## src/rtl/alu_unit_if.sv

```systemverilog
// Dispatch/result bundle between reservation station and ALU.
// The master offers operations; the slave (ALU) broadcasts results.
interface alu_unit_if #(
  parameter int ROB_WIDTH = 4
);
  logic                 busy_in;
  logic [3:0]           opcode_in;
  logic [31:0]          lhs_in;
  logic [31:0]          rhs_in;
  logic [ROB_WIDTH-1:0] rd_tag_in;
  logic                 done_out;
  logic [31:0]          value_out;
  logic [ROB_WIDTH-1:0] tag_out;

  modport master (
    output busy_in,
    output opcode_in,
    output lhs_in,
    output rhs_in,
    output rd_tag_in,
    input  done_out,
    input  value_out,
    input  tag_out
  );

  modport slave (
    input  busy_in,
    input  opcode_in,
    input  lhs_in,
    input  rhs_in,
    input  rd_tag_in,
    output done_out,
    output value_out,
    output tag_out
  );
endinterface

```

## src/rtl/alu_unit.sv

```systemverilog
// Two-stage integer ALU: S1 latches operands, S2 registers the result.
// Global ready freezes everything; clear flushes both stages.
module alu_unit #(
  parameter int ROB_WIDTH = 4
) (
  input  logic     clk_in,
  input  logic     rst_in,
  input  logic     rdy_in,
  input  logic     clear_signal,
  alu_unit_if.slave bus
);

  typedef enum logic [3:0] {
    OP_ADD  = 4'd0,
    OP_SUB  = 4'd1,
    OP_SLL  = 4'd2,
    OP_SLT  = 4'd3,
    OP_SLTU = 4'd4,
    OP_XOR  = 4'd5,
    OP_SRL  = 4'd6,
    OP_SRA  = 4'd7,
    OP_OR   = 4'd8,
    OP_AND  = 4'd9,
    OP_EQ   = 4'd10,
    OP_NE   = 4'd11,
    OP_LT   = 4'd12,
    OP_GE   = 4'd13,
    OP_LTU  = 4'd14,
    OP_GEU  = 4'd15
  } op_e;

  logic                 s1_valid;
  op_e                  s1_op;
  logic [31:0]          s1_lhs;
  logic [31:0]          s1_rhs;
  logic [ROB_WIDTH-1:0] s1_tag;

  logic                 s2_valid;
  logic [31:0]          s2_value;
  logic [ROB_WIDTH-1:0] s2_tag;

  logic [31:0] result;
  logic [4:0]  shamt;
  logic        lt_s;
  logic        lt_u;
  logic        eq;

  assign shamt = s1_rhs[4:0];
  assign lt_s  = $signed(s1_lhs) < $signed(s1_rhs);
  assign lt_u  = s1_lhs < s1_rhs;
  assign eq    = s1_lhs == s1_rhs;

  always_comb begin
    result = '0;
    unique case (s1_op)
      OP_ADD:  result = s1_lhs + s1_rhs;
      OP_SUB:  result = s1_lhs - s1_rhs;
      OP_SLL:  result = s1_lhs << shamt;
      OP_SLT:  result = {31'd0, lt_s};
      OP_SLTU: result = {31'd0, lt_u};
      OP_XOR:  result = s1_lhs ^ s1_rhs;
      OP_SRL:  result = s1_lhs >> shamt;
      OP_SRA:  result = $signed(s1_lhs) >>> shamt;
      OP_OR:   result = s1_lhs | s1_rhs;
      OP_AND:  result = s1_lhs & s1_rhs;
      OP_EQ:   result = {31'd0, eq};
      OP_NE:   result = {31'd0, !eq};
      OP_LT:   result = {31'd0, lt_s};
      OP_GE:   result = {31'd0, !lt_s};
      OP_LTU:  result = {31'd0, lt_u};
      OP_GEU:  result = {31'd0, !lt_u};
    endcase
  end

  // Payload registers only load alongside a valid bit.
  always_ff @(posedge clk_in or negedge rst_in) begin
    if (!rst_in) begin
      s1_valid <= 1'b0;
      s1_op    <= OP_ADD;
      s1_lhs   <= '0;
      s1_rhs   <= '0;
      s1_tag   <= '0;
      s2_valid <= 1'b0;
      s2_value <= '0;
      s2_tag   <= '0;
    end else if (rdy_in) begin
      if (clear_signal) begin
        s1_valid <= 1'b0;
        s2_valid <= 1'b0;
      end else begin
        s1_valid <= bus.busy_in;
        s2_valid <= s1_valid;
        if (bus.busy_in) begin
          s1_op  <= op_e'(bus.opcode_in);
          s1_lhs <= bus.lhs_in;
          s1_rhs <= bus.rhs_in;
          s1_tag <= bus.rd_tag_in;
        end
        if (s1_valid) begin
          s2_value <= result;
          s2_tag   <= s1_tag;
        end
      end
    end
  end

  assign bus.done_out  = s2_valid;
  assign bus.value_out = s2_value;
  assign bus.tag_out   = s2_tag;

endmodule
```

## src/flat_wrapper.sv

```systemverilog
// flat-port wrapper written by rule: the top's interface ports become plain ports
module alu_unit_flat 
#(
  parameter int ROB_WIDTH = 4
)
  (clk_in, rst_in, rdy_in, clear_signal, bus_busy_in, bus_opcode_in, bus_lhs_in, bus_rhs_in, bus_rd_tag_in, bus_done_out, bus_value_out, bus_tag_out);
  alu_unit_if #(.ROB_WIDTH(ROB_WIDTH)) bus_i ();
  input  logic clk_in;
  input  logic rst_in;
  input  logic rdy_in;
  input  logic clear_signal;
  input wire logic [$bits(bus_i.busy_in)-1:0] bus_busy_in;
  input wire logic [$bits(bus_i.opcode_in)-1:0] bus_opcode_in;
  input wire logic [$bits(bus_i.lhs_in)-1:0] bus_lhs_in;
  input wire logic [$bits(bus_i.rhs_in)-1:0] bus_rhs_in;
  input wire logic [$bits(bus_i.rd_tag_in)-1:0] bus_rd_tag_in;
  output wire logic [$bits(bus_i.done_out)-1:0] bus_done_out;
  output wire logic [$bits(bus_i.value_out)-1:0] bus_value_out;
  output wire logic [$bits(bus_i.tag_out)-1:0] bus_tag_out;
  assign bus_i.busy_in = bus_busy_in;
  assign bus_i.opcode_in = bus_opcode_in;
  assign bus_i.lhs_in = bus_lhs_in;
  assign bus_i.rhs_in = bus_rhs_in;
  assign bus_i.rd_tag_in = bus_rd_tag_in;
  assign bus_done_out = bus_i.done_out;
  assign bus_value_out = bus_i.value_out;
  assign bus_tag_out = bus_i.tag_out;
  alu_unit #(.ROB_WIDTH(ROB_WIDTH)) u_core (.clk_in(clk_in), .rst_in(rst_in), .rdy_in(rdy_in), .clear_signal(clear_signal), .bus(bus_i));
endmodule
```

## config.mk

```make
export PLATFORM = sky130hd
export DESIGN_NAME = alu_unit_flat
export DESIGN_NICKNAME = d
export VERILOG_FILES = /design/src/rtl/alu_unit_if.sv /design/src/rtl/alu_unit.sv /design/src/flat_wrapper.sv
export SDC_FILE = /design/constraint.sdc
export NUM_CORES = 1
export LEC_CHECK = 0
export CORE_MARGIN = 3
export CORE_UTILIZATION = 49
export DETAILED_ROUTE_END_ITERATION = 8
export DONT_BUFFER_PORTS = 1
export SYNTH_ARGS = -nofsm -noshare
export SYNTH_HDL_FRONTEND = slang
export SYNTH_SLANG_ARGS = --single-unit
export TNS_END_PERCENT = 10
```

## constraint.sdc

```tcl
create_clock -name clk_in -period 5.15 [get_ports clk_in]
set_clock_uncertainty 0.1 [all_clocks]
set_input_delay 0.7725 -clock clk_in [delete_from_list [all_inputs] [get_ports clk_in]]
set_output_delay 0.7725 -clock clk_in [all_outputs]
set_load 0.02 [all_outputs]
```

==> results.yml <==
power:
  combPwrFrac_pct: 60.8
  clockPowerShare_pct: 12.9
  power_frac_seq_pct: 26.3
  power.internal_mw: 2.80
  switching_share_pct: 53.6
  leakagePower_nw: 5.48
  power_mw: 6.02
  power_density_nw_per_um2: 459
  peakVddDrop_mv: 0.237
  p_switching_mw: 3.23
global_routing:
  busiest_layer: "met2"
  grt_pass1_vias: 11900
  grt_util_met2_pct: 53.5
  antenna_found_initial: 4
  grt_usage_pct: 35.6
  use_met1_pct: 48.4
  globalRouteOverflowTotal: 0
  grt_max_degree: 101
  grt_pass1_wl_um: 76300
  gr-usage-met3_pct: 8.78
clock_tree:
  hold_buffers: 2
  clkTransAtPathRegs_ns: 0.08
  cts_setup_buffers: 0
  cts_tree: "built"
  clk_latency_ns: 0.37
  cts_sinks: 110
  clockBufferDepth: 2
  cts_buffers: 9
  root_buffer: "clkbuf_16"
  ctsResizeCount: 0
  htree_levels: 3
placed_design:
  gp_congestion: 1.01
  port_buffers: 0
  dpl_cell_area_um2: 12800
  dp.final_hpwl_um: 37300
  place_ws_ns: 1.41
logic_synthesis:
  synth-main-ff-cell: "dfrtp_1"
  ys_warn_count: 0
  yosys_register_bits: 110
  synth-edff-count: 0
  ys_types: 86
  syn_area_um2: 12600
  async_flop_share_pct: 100
  postSynthCellCount: 1575
  syn-num-nets: 1751
  yosysSeqAreaShare_pct: 21.9
  syn_area_per_cell_um2: 7.99
cells_and_area:
  fin_nets: 1676
  final_cell_mix: "nor2_1, a21oi_1, nand2_1, dfrtp_1, ha_1"
  register_area_um2: 2760
  fillers: 2482
  multi_input_area_um2: 9000
  syn2layout_area_growth_pct: 4.21
  diodes: 0
  drive_gt1_share_pct: 12.7
  final_common_cell: "nor2_1"
  final_core_util_pct: 52.1
  postLayoutCellArea_um2: 13100
floorplanning:
  initial_core_util_pct: 50.0
  die_area_um2: 27600
  design.core.area_um2: 25200
  rows: 58
  io_pins: 114
  die_y_um: 166
  die_w_um: 166
outcome:
  status: "finished, final reports clean"
sta:
  max_slew_margin_pct: 25.9
  worstMarginPinSlew_ns: 1.11
  setup-violations-final: 0
  fin_crit_sh_pct: 76.8
  tns_ns: 0
  fin_ws_ns: 1.19
  fmax_mhz: 253
  finalCriticalPeriod_ns: 3.96
  hold_viol: 0
  rsz0062_at_grt: "false"
  drv_slew: 0
critical_path:
  cp.required_ns: 5.35
  critPathLaunchType: "register"
  cp_max_fo: 6
  critPathCaptureType: "register"
  crit_type: "reg -> reg"
  crit_arrival_ns: 4.15
min_path:
  min-delay-path-class: "in -> async"
routing:
  dr.pass1.iters: 8
  detail-route-antenna-nets: 0
  drc_errors: 0
  dr_total_vias: 12800
  drt-total-wl_um: 51100
  routed_via_density: 6.96
  drtIter0Drc: 1728
  wire_per_inst_um: 27.8
job:
  cap_violations: 0
==> stage by stage <==
stage               hold WS (ns)  std cells
floorplan                  0.333       1575
global placement           0.338       1817
detailed placement         0.354       1817
CTS                        0.261       1835
global route               0.258       1835
finish                     0.225       1835
==> per-layer routing <==
| metal | part of all wire (%) | vias up |
|---|---|---|
| li1 | - | 5654 |
| met2 | 43 | 791 |
| met1 | 41 | 6155 |
| met5 | 0.10 | - |
| met3 | 10 | 163 |
| met4 | 5.0 | 8 |
==> sequential cells by signal (all words and copies together), names as in the netlist <==
name,cells
u_core.bus.value_out,32
u_core.s1_lhs,32
u_core.s1_rhs,32
u_core.bus.tag_out,4
u_core.s1_op,4
u_core.s1_tag,4
u_core.bus.done_out,1
u_core.s1_valid,1
==> worst max-delay path, stage by stage, from the launching register on <==
cell and delay [ns]:
dfrtp_1 0.58, ha_1 0.24, inv_1 0.11, fa_1 0.43, nand2b_1 0.20, a211oi_1 0.44
o21ai_1 0.20, a21boi_1 0.36, a31o_1 0.30, a221o_1 0.25, a311oi_1 0.13, or4_1 0.43
o211ai_1 0.10
==> cell usage after synthesis (all sizes together) (5+ instances only) <==
| library cell | number | share of area [%] |
|---|---|---|
| nor2 | 190 | 5.7 |
| a21oi | 144 | 5.8 |
| dfrtp | 110 | 22 |
| o21ai | 109 | 4.4 |
| nand2 | 108 | 3.2 |
| ha | 97 | 9.6 |
| inv | 92 | 2.7 |
| mux2 | 90 | 8.1 |
| clkbuf | 78 | 2.3 |
| mux2i | 63 | 5.0 |
| buf | 40 | 1.7 |
| nor3 | 35 | 1.5 |
| a221oi | 29 | 2.0 |
| a211oi | 26 | 1.6 |
| nand3 | 23 | 0.91 |
| mux4 | 20 | 3.6 |
| xnor2 | 20 | 1.4 |
| a31oi | 19 | 0.99 |
| o22ai | 18 | 0.89 |
| o211ai | 16 | 0.99 |
| nand2b | 15 | 0.75 |
| a21o | 14 | 0.84 |
| o21bai | 13 | 0.81 |
| or3 | 13 | 0.77 |
| nor4 | 12 | 0.84 |
| o221ai | 12 | 0.84 |
| nand4 | 10 | 0.50 |
| o21a | 10 | 0.60 |
| a221o | 9 | 0.73 |
| a311oi | 9 | 0.63 |
| nor2b | 9 | 0.45 |
| o2111ai | 9 | 0.63 |
| o31ai | 9 | 0.54 |
| and3 | 8 | 0.40 |
| a211o | 6 | 0.42 |
| o32a | 6 | 0.48 |
| or2 | 6 | 0.30 |
| or4 | 6 | 0.36 |
| a2111oi | 5 | 0.35 |
| a21boi | 5 | 0.30 |
| and2 | 5 | 0.25 |
| nand3b | 5 | 0.30 |
==> final timing paths <==
check                                 start                       end  slack [ns]  depth (start not counted)
min in group clk_in        u_core.s1_tag[0]     u_core.bus.tag_out[0]        0.37                          2
max in group asynchronous            rst_in  u_core.bus.value_out[13]        3.86                          1
hold reg to reg            u_core.s1_tag[0]     u_core.bus.tag_out[0]        0.37                          2
setup / recovery           u_core.s1_lhs[0]  u_core.bus.value_out[30]        1.19                         12
hold / removal                       rst_in     u_core.bus.tag_out[0]        0.22                          1
setup reg to reg           u_core.s1_lhs[0]  u_core.bus.value_out[30]        1.19                         12
==> cells by family after synthesis <==
family          count (synthesis)  synth area share, %
compound gates                506                 26.4
xor+xnor                       22                 1.53
fa+ha+maj                      99                 9.96
buf+inv                       211                 6.76
flops                         110                 21.9
mux                           173                 16.6
simple gates                  454                 16.8
==> power groups by stage <==
stage | clock [mW] | sequential [mW] | combinational (mW)
after global placement | 0 | 1.59 | 3.51
after CTS | 0.800 | 1.58 | 3.55
after detailed placement | 0 | 1.60 | 3.50
after global routing | 0.828 | 1.61 | 3.93
final | 0.776 | 1.58 | 3.66
after floorplan | 0 | 1.42 | 2.63
==> layout make-up <==
type	count	area share, %
Timing Repair Buffer	32	2.10
Tap cell	330	3.15
Clock buffer	9	1.72
Multi-Input combinational cell	1254	68.7
Clock inverter	7	0.677
Inverter	93	2.66
Sequential cell	110	21.0
Power figures use the tool's default switching activity.
